<file path="src/rtl/sweep_controller.sv">
// Frequency sweep sequencer: steps a waveform generator's frequency word from
// f_start to f_stop in f_step increments, holding each point for a dwell time.
module sweep_controller #(
    parameter int unsigned MAX_FREQ = 25000
) (
    input  logic        clk,
    input  logic        rst_n,
    input  logic        start,
    input  logic        abort,
    input  logic        continuous,
    input  logic [31:0] f_start,
    input  logic [31:0] f_stop,
    input  logic [31:0] f_step,
    input  logic [31:0] dwell,
    output logic [31:0] freq_out,
    output logic        en_out,
    output logic        busy,
    output logic        step_strobe,
    output logic        done,
    output logic        err
);

    localparam int unsigned W = 32;

    typedef enum logic {IDLE, SWEEP} state_t;

    state_t       state;
    logic [W-1:0] cfg_start;
    logic [W-1:0] cfg_stop;
    logic [W-1:0] cfg_step;
    logic [W-1:0] cfg_reload;
    logic [W-1:0] cnt;
    logic         cfg_cont;
    logic         cfg_up;

    logic         start_ok_c;
    logic [W-1:0] dwell_m1_c;
    logic [W:0]   up_sum_c;
    logic [W-1:0] next_up_c;
    logic [W-1:0] down_gap_c;
    logic [W-1:0] next_down_c;

    // Start validity and the dwell reload value (dwell of 0 behaves as 1).
    assign start_ok_c = (f_start <= W'(MAX_FREQ)) && (f_stop <= W'(MAX_FREQ))
                        && !((f_step == '0) && (f_start != f_stop));
    assign dwell_m1_c = (dwell == '0) ? '0 : dwell - W'(1);

    // Next point, clamped at f_stop; the up path is one bit wider so a huge step cannot wrap.
    assign up_sum_c    = {1'b0, freq_out} + {1'b0, cfg_step};
    assign next_up_c   = (up_sum_c > {1'b0, cfg_stop}) ? cfg_stop : up_sum_c[W-1:0];
    assign down_gap_c  = freq_out - cfg_stop;
    assign next_down_c = (down_gap_c <= cfg_step) ? cfg_stop : freq_out - cfg_step;

    always_ff @(posedge clk) begin
        if (!rst_n) begin
            state       <= IDLE;
            freq_out    <= '0;
            en_out      <= 1'b0;
            busy        <= 1'b0;
            step_strobe <= 1'b0;
            done        <= 1'b0;
            err         <= 1'b0;
            cnt         <= '0;
            cfg_start   <= '0;
            cfg_stop    <= '0;
            cfg_step    <= '0;
            cfg_reload  <= '0;
            cfg_cont    <= 1'b0;
            cfg_up      <= 1'b0;
        end else begin
            step_strobe <= 1'b0;
            done        <= 1'b0;
            err         <= 1'b0;
            case (state)
                IDLE: begin
                    if (abort) begin
                        state <= IDLE;
                    end else if (start) begin
                        if (start_ok_c) begin
                            state       <= SWEEP;
                            busy        <= 1'b1;
                            en_out      <= 1'b1;
                            freq_out    <= f_start;
                            step_strobe <= 1'b1;
                            cnt         <= dwell_m1_c;
                            cfg_start   <= f_start;
                            cfg_stop    <= f_stop;
                            cfg_step    <= f_step;
                            cfg_reload  <= dwell_m1_c;
                            cfg_cont    <= continuous;
                            cfg_up      <= (f_stop >= f_start);
                        end else begin
                            err <= 1'b1;
                        end
                    end
                end
                SWEEP: begin
                    if (abort) begin
                        state  <= IDLE;
                        busy   <= 1'b0;
                        en_out <= 1'b0;
                    end else if (cnt != '0) begin
                        cnt <= cnt - W'(1);
                    end else if (freq_out != cfg_stop) begin
                        freq_out    <= cfg_up ? next_up_c : next_down_c;
                        step_strobe <= 1'b1;
                        cnt         <= cfg_reload;
                    end else if (cfg_cont) begin
                        freq_out    <= cfg_start;
                        step_strobe <= 1'b1;
                        cnt         <= cfg_reload;
                    end else begin
                        state  <= IDLE;
                        busy   <= 1'b0;
                        en_out <= 1'b0;
                        done   <= 1'b1;
                    end
                end
            endcase
        end
    end

endmodule
</file>
<file path="config.mk">
export PLATFORM = sky130hd
export DESIGN_NAME = sweep_controller
export DESIGN_NICKNAME = d
export VERILOG_FILES = /design/src/rtl/sweep_controller.sv
export SDC_FILE = /design/constraint.sdc
export NUM_CORES = 1
export LEC_CHECK = 0
export BUFFER_PORTS_ARGS = -buffer_cell sky130_fd_sc_hd__clkbuf_2
export CAP_MARGIN = 40
export CORE_ASPECT_RATIO = 0.75
export CORE_MARGIN = 4
export CORE_UTILIZATION = 50
export CTS_BUF_LIST = sky130_fd_sc_hd__clkbuf_2
export CTS_CLUSTER_DIAMETER = 30
export CTS_CLUSTER_SIZE = 12
export DETAILED_ROUTE_END_ITERATION = 12
export PLACE_DENSITY_LB_ADDON = 0.3
export SYNTH_ARGS = -nofsm -noshare
export SYNTH_HDL_FRONTEND = slang
export SYNTH_SLANG_ARGS = --single-unit
</file>
<file path="constraint.sdc">
create_clock -name clk -period 11.1 [get_ports clk]
set_input_delay 1.11 -clock clk [delete_from_list [all_inputs] [get_ports clk]]
set_output_delay 1.11 -clock clk [all_outputs]
set_load 0.1 [all_outputs]
</file>
# Yosys cells after proc, flatten, opt, wreduce, memory -nomap -nowiden
# Index checks and enable logic that the tools add are counted.
# W data, S select, Z words.
# classes
n_addsub,5
multipliers,0
div,0
order_cmp,5
eq_ne,12
shifts,0
mux,41
bitwise,4
n_reduce_logical,13
# op_table
cell,count
$mux W32,18
$pmux W32 S2,2
$le A32 B15 Y1 const B,2
$logic_not A32 Y1,2
$ne A32 B32 Y1,2
$sub A32 B1 Y32 const B,2
$sub A32 B32 Y32,2
$add A32 B32 Y33,1
$gt A33 B32 Y1,1
$ge A32 B32 Y1,1
$le A32 B32 Y1,1
$reduce_bool A32 Y1,1
$mux W1,18
$reduce_and A6 Y1,2
$ne A2 B2 Y1 const B,5
$ne A3 B3 Y1 const B,3
$pmux W1 S2,3
$reduce_and A5 Y1,1
$reduce_or A5 Y1,1
$ne A4 B1 Y1 const B,1
$not A1 Y1,4
$reduce_and A4 Y1,1
$reduce_or A4 Y1,1
$logic_and A1 B1 Y1,3
other kinds (2),2
# word_totals
reg_bits,199
latch_bits,0
ram_bits,0
rom_bits,0
inputBits,133
out_inout_bits,37
word_cells,93
mem_count,0

# Longest topological paths before layout
# depth
word_depth,8
mapped_depth,25
mapped_depth_nobuf,24

# Worst setup path after synthesis
# Ideal clock, no wire load.
# synth_path
path_type,flip-flop to flip-flop
from,register freq_out[1]
to,register freq_out[30]
arrival_time_ps,5940
required_ps,11042
path_slack_ps,5102
stages_incl_launch_ff,25
cell_sequence,dfxtp_1 -> inv_1 -> fa_1 -> o21bai_1 -> o2111ai_1 -> a32oi_1 -> a31o_2 -> a211oi_1 -> o41ai_2 -> a21oi_1 -> nor2_1 -> nor2_1 -> xnor2_1 -> ha_1 -> nand3_1 -> nor4_2 -> nand2_1 -> o21bai_1 -> o211a_1 -> o2111ai_1 -> buf_2 -> o21ai_0 -> o311a_1 -> a2111oi_0 -> a21o_1
# synth_via
elab_chain_cells,8
elab_cells_between_ends,15
# synth_lines
element,line,rtl
"start, declared",15,"output logic [31:0] freq_out,"
"start signal, assigned",83,freq_out <= f_start;
"start signal, assigned",105,freq_out <= cfg_up ? next_up_c : next_down_c;
"start signal, assigned",109,freq_out <= cfg_start;
$add A32 B32 Y33 or $sub A32 B32 Y32 (tied branches),"49, 51",
$gt A33 B32 Y1 or $le A32 B32 Y1 (tied branches),"50, 52",
$mux W32 (on tied branches),"50, 52",
$mux W32,105,
$mux W32,104,end else if (freq_out != cfg_stop) begin
$mux W32,102,end else if (cnt != '0) begin
$mux W32,98,if (abort) begin
$pmux W32 S2,74,case (state)
# Several ways; a longest one is shown, not always the timed one. The select of a mux whose other input is x is not followed.
# A chain may end at the register's enable or synchronous reset.

# Worst setup path in the final report
# layout_path
from,register cfg_stop[14]
to,register freq_out[0]
# layout_via
elab_chain_cells,8
elab_cells_between_ends,13
# layout_lines
element,line,rtl
"start, declared",29,logic [W-1:0] cfg_stop;
"start signal, assigned",87,cfg_stop <= f_stop;
$sub A32 B32 Y32,51,assign down_gap_c = freq_out - cfg_stop;
$le A32 B32 Y1,52,assign next_down_c = (down_gap_c <= cfg_step) ? cfg_stop : freq_out - cfg_step;
$mux W32,52,
$mux W32,105,
$mux W32,104,
$mux W32,102,
$mux W32,98,
$pmux W32 S2,74,
# Several ways; a longest one is shown, not always the timed one. The select of a mux whose other input is x is not followed.

==> results.md <==
* Worst hold stages at 3
* Final wirelength at approximately 63 mm
* Synth Flop Type: dfxtp_1
* Peak supply drop at 0.0571 mV
* Largest net degree at the start of global routing at 84
* Mux cell area share after synthesis at 1.53%
* Max cap viols at 0
* Net switching power at 0.363 mW
* Die height at roughly 170 microns
* Initial antenna violation count at 2
* Compound-Gate Fraction of Synth Area at about a quarter
* Vias/cell at between 6 and 7
* Root buffer cell: clkbuf_2
* Fin nets at approximately 2800
* Crit path cell chain: inv_1, ha_1, a21o_1, a211oi_1, o21a_1, o41ai_1, clkdlybuf4s15_2, or3_1, a311oi_1, o31ai_1, a31o_2, a21oi_1, xnor2_1, ha_1, nand4_1, nor4_1, o21ai_0, o211ai_1, o21a_1, nand2_1, o21ai_1, mux2i_1, mux2i_1, o21ai_0
* Die X at 225 microns
* Sequential fraction of the synthesis area at between 20% and 30%
* Util after Layout at 54.7%
* TNS Setup at 0 ns
* Fmax at roughly 150 MHz
* Final cell count without fillers at 2902
* Largest family of logic cells by synthesized area: compound AO/OA/AOI/OAI gates
* Clock Latency Late Sink at around 0.94 ns
* Leakage Power at 8.62 nW
* Mapped Area at 0.0176 sq mm
* Xor/xnor cell area share of the yosys netlist at 6.13%
* Number of remaining DRC errors at 0
* Synth Area in Simple Gates at 23.7%
* Drt first pass iters at 6
* Cell internal pwr at between 0.8 and 0.9 mW
* Total clock sinks at around 200
* Hold_ws at 0.369 ns
* GPL Wtd Cong at around 1.1
* Synth Area per Inst at around 7.5 sq um
* Max-slew headroom at 35.7%
* Status: finished, final reports clean
* Row count at 59
* # IOs at 170
* Core area at 0.0347 sq mm
* Wire length of the first global-routing pass at 95.4 mm
* Post-Place Cells at 2868
* Clock Path Buffers at 2
* Clock transition at path regs at 0.35 ns
* Multi-input gate area at 0.0125 sq mm
* Initial Util at 50.7%
* Switching Share at 30.4%
* Critical path capture point type: flip-flop
* Worst r2r path cells at 24
* Count of cell types in the netlist at 90
* Reg2reg end: freq_out[0]
* Cts bufs inserted at 17
* TritonCTS clock tree: done
* Post-synth top area cell: dfxtp_1
* Via count of the routed design at 18100
* Worst Tran Pin Value at around 0.96 ns
* Adder-cell area share of the yosys netlist at 14.1%
* Yosys top cell area share at 22.7%
* Port-buffer cells at ~170
* Worst Hold End: cfg_step[22]
* Sequential Area at 0.00399 sq mm
* Remaining antenna violation count at 0
* Cts hold-fix bufs at 0
* Per-cell routed wire length at 21.7 microns
* Vias in the first global route at 16500
* R2R setup slack at 4.31 ns
* Clock power frac at 31.2%
* RSZ-0062 raised after global routing: no
* Crit path largest cell delay at 0.50 ns
* Critical path class: flip-flop to flip-flop
* Yosys warnings at 0
* P per Cell Area at 63.1 mW/mm^2
* GRT Total Usage at approximately a third
* Endpoints failing hold at 0
* Post-CTS Setup Inserts at 0
* Synth area leaders: dfxtp_1 23%, ha_1 14%, nand2_1 6.9%
* Final setup vio count at 0
* Seq cells post-synth at 199
* Syn nets at 2668
* Post-synth EDFFs at 0
* Full die area at ~0.038 sq mm
* H-tree levels at 4
* Layout cells sized above 1 at 11.8%
* Initial DRC Count at 1979
* CP max FO at 13
* CP max stage cell: o21a_1
* Worst setup SP type: flip-flop
* CP required at 12.01 ns
* Fillers at 3347
* Clk_skew at 0.0720 ns
* Final worst path period share at about three fifths
* CP arrival at 7.70 ns
* Comb pwr share at under 10%
* Reg2reg start: cfg_stop[14]
* Area growth syn-to-layout at 7.85%
* Synth Instances at 2339
* Post-synth ARST share at 0%
* Part of the power in registers at between 60% and 70%
* Total gr overflow at 0
* Min Tclk post-route at ~6.8 ns
* PostCTS Resize Cnt at 0
* Critical hold path startpoint: f_step[22]
* Worst min path class: input pin to flip-flop
* Slew Viols, Final at 0
* Post-DP HPWL at about 49 mm
## worst max-delay path: cells and delay by family, from the launching register on
kind,cells,cell delay (ns)
xor gates and xnor gates,1,0.09
buffers and inverters,2,0.37
DFF,1,0.46
AOI/OAI and AO/OA,13,3.48
muxes,2,0.37
and+or+nand+nor,4,1.37
adders and majority gates,2,0.65
## stage by stage
stage / setup slack [ns] / instance area (sq um) / total power [mW]
4_1_cts: 4.47 / 19000 / 1.21
6_report: 4.31 / 19000 / 1.20
5_1_grt: 3.89 / 19000 / 1.24
2_1_floorplan: 5.10 / 17600 / 0.779
3_3_place_gp: 4.67 / 18700 / 0.830
3_5_place_dp: 4.53 / 18700 / 0.833
## synth_stat cells, types with 9 or more instances
master and n:
o21a_1 15, o21bai_1 11, ha_1 193, a21o_1 36, a21oi_1 141, xnor2_1 92, nor3_1 46, a211oi_1 24
inv_1 156, a31oi_1 27, o21ai_0 152, nand2_1 323, nor2_1 127, or3_1 24, and3_1 47, nor2b_1 24
nand4_1 34, o31ai_1 16, clkbuf_1 108, o211ai_1 59, a21boi_0 69, o211a_1 25, xor2_1 31, nand3_1 48
nor4_1 44, and2_1 43, nand2b_1 17, mux2i_1 10, dfxtp_1 199, mux2_2 15, or4_1 9
## metal layers
metal / track usage, % / part of all wire (%)
met4: 9.24 / 2.7
met2: 45.5 / 41
met5: 0 / 0
met1: 46.3 / 46
met3: 8.73 / 10
## cell families (layout without fill, tap and decap cells)
group | after synthesis | after routing
xor gates and xnor gates | 123 | 123
and+or+nand+nor | 835 | 835
muxes | 25 | 25
adders and majority gates | 196 | 196
AOI/OAI and AO/OA | 681 | 681
DFF | 199 | 199
buffers and inverters | 280 | 385
other | 0 | 1
## placed cells by master, fill, tap and decap left out, drive strengths merged, types with 7 or more instances in the layout
cell	n
a21oi	142
o21ai	160
o41ai	9
nor2	130
dfxtp	199
a211oi	24
nand2	324
inv	165
a2111oi	7
o221ai	8
o21a	15
o211ai	60
mux2i	10
a31oi	27
nand3	48
o211a	25
nor4	51
o31ai	16
nor2b	24
or4	11
a21o	36
buf	26
xnor2	92
or3	24
nand2b	17
xor2	31
clkbuf	186
mux2	15
nand3b	7
o21bai	11
a21boi	70
ha	193
nor3	49
and3	47
and2	43
nand4	35
or2	8
## how the worst max path moves through the flow
| stage | from | end | cells past startpoint |
|---|---|---|---|
| floorplan | freq_out[1] | freq_out[30] | 24 |
| global placement | cfg_stop[14] | freq_out[28] | 23 |
| detailed placement | cfg_stop[14] | freq_out[0] | 24 |
| CTS | cfg_stop[14] | freq_out[0] | 24 |
| global route | cfg_stop[14] | freq_out[0] | 24 |
| finish | cfg_stop[14] | freq_out[0] | 24 |
## sequential cells by signal (all words and copies together), names as in the netlist
signal	flops
busy	1
cfg_cont	1
cfg_reload	32
cfg_start	32
cfg_step	32
cfg_stop	32
cfg_up	1
cnt	32
done	1
err	1
freq_out	32
state	1
step_strobe	1
## area by class of cell
type                            count  area share (%)
Sequential cell                   199            21.0
Antenna cell                        1          0.0132
Timing Repair Buffer              196            5.56
Inverter                          158            3.13
Tap cell                          457            3.02
Clock inverter                     13           0.699
Clock buffer                       18           0.475
Multi-Input combinational cell   1860            66.1
## power by group through the flow
stage               clock, mW  combinational, mW  sequential [mW]
floorplan                   0             0.0478            0.731
finish                  0.374              0.104            0.719
detailed placement          0              0.103            0.730
global route            0.404              0.114            0.720
CTS                     0.384              0.103            0.719
global placement            0             0.0995            0.730
Power figures use the tool's default switching activity.
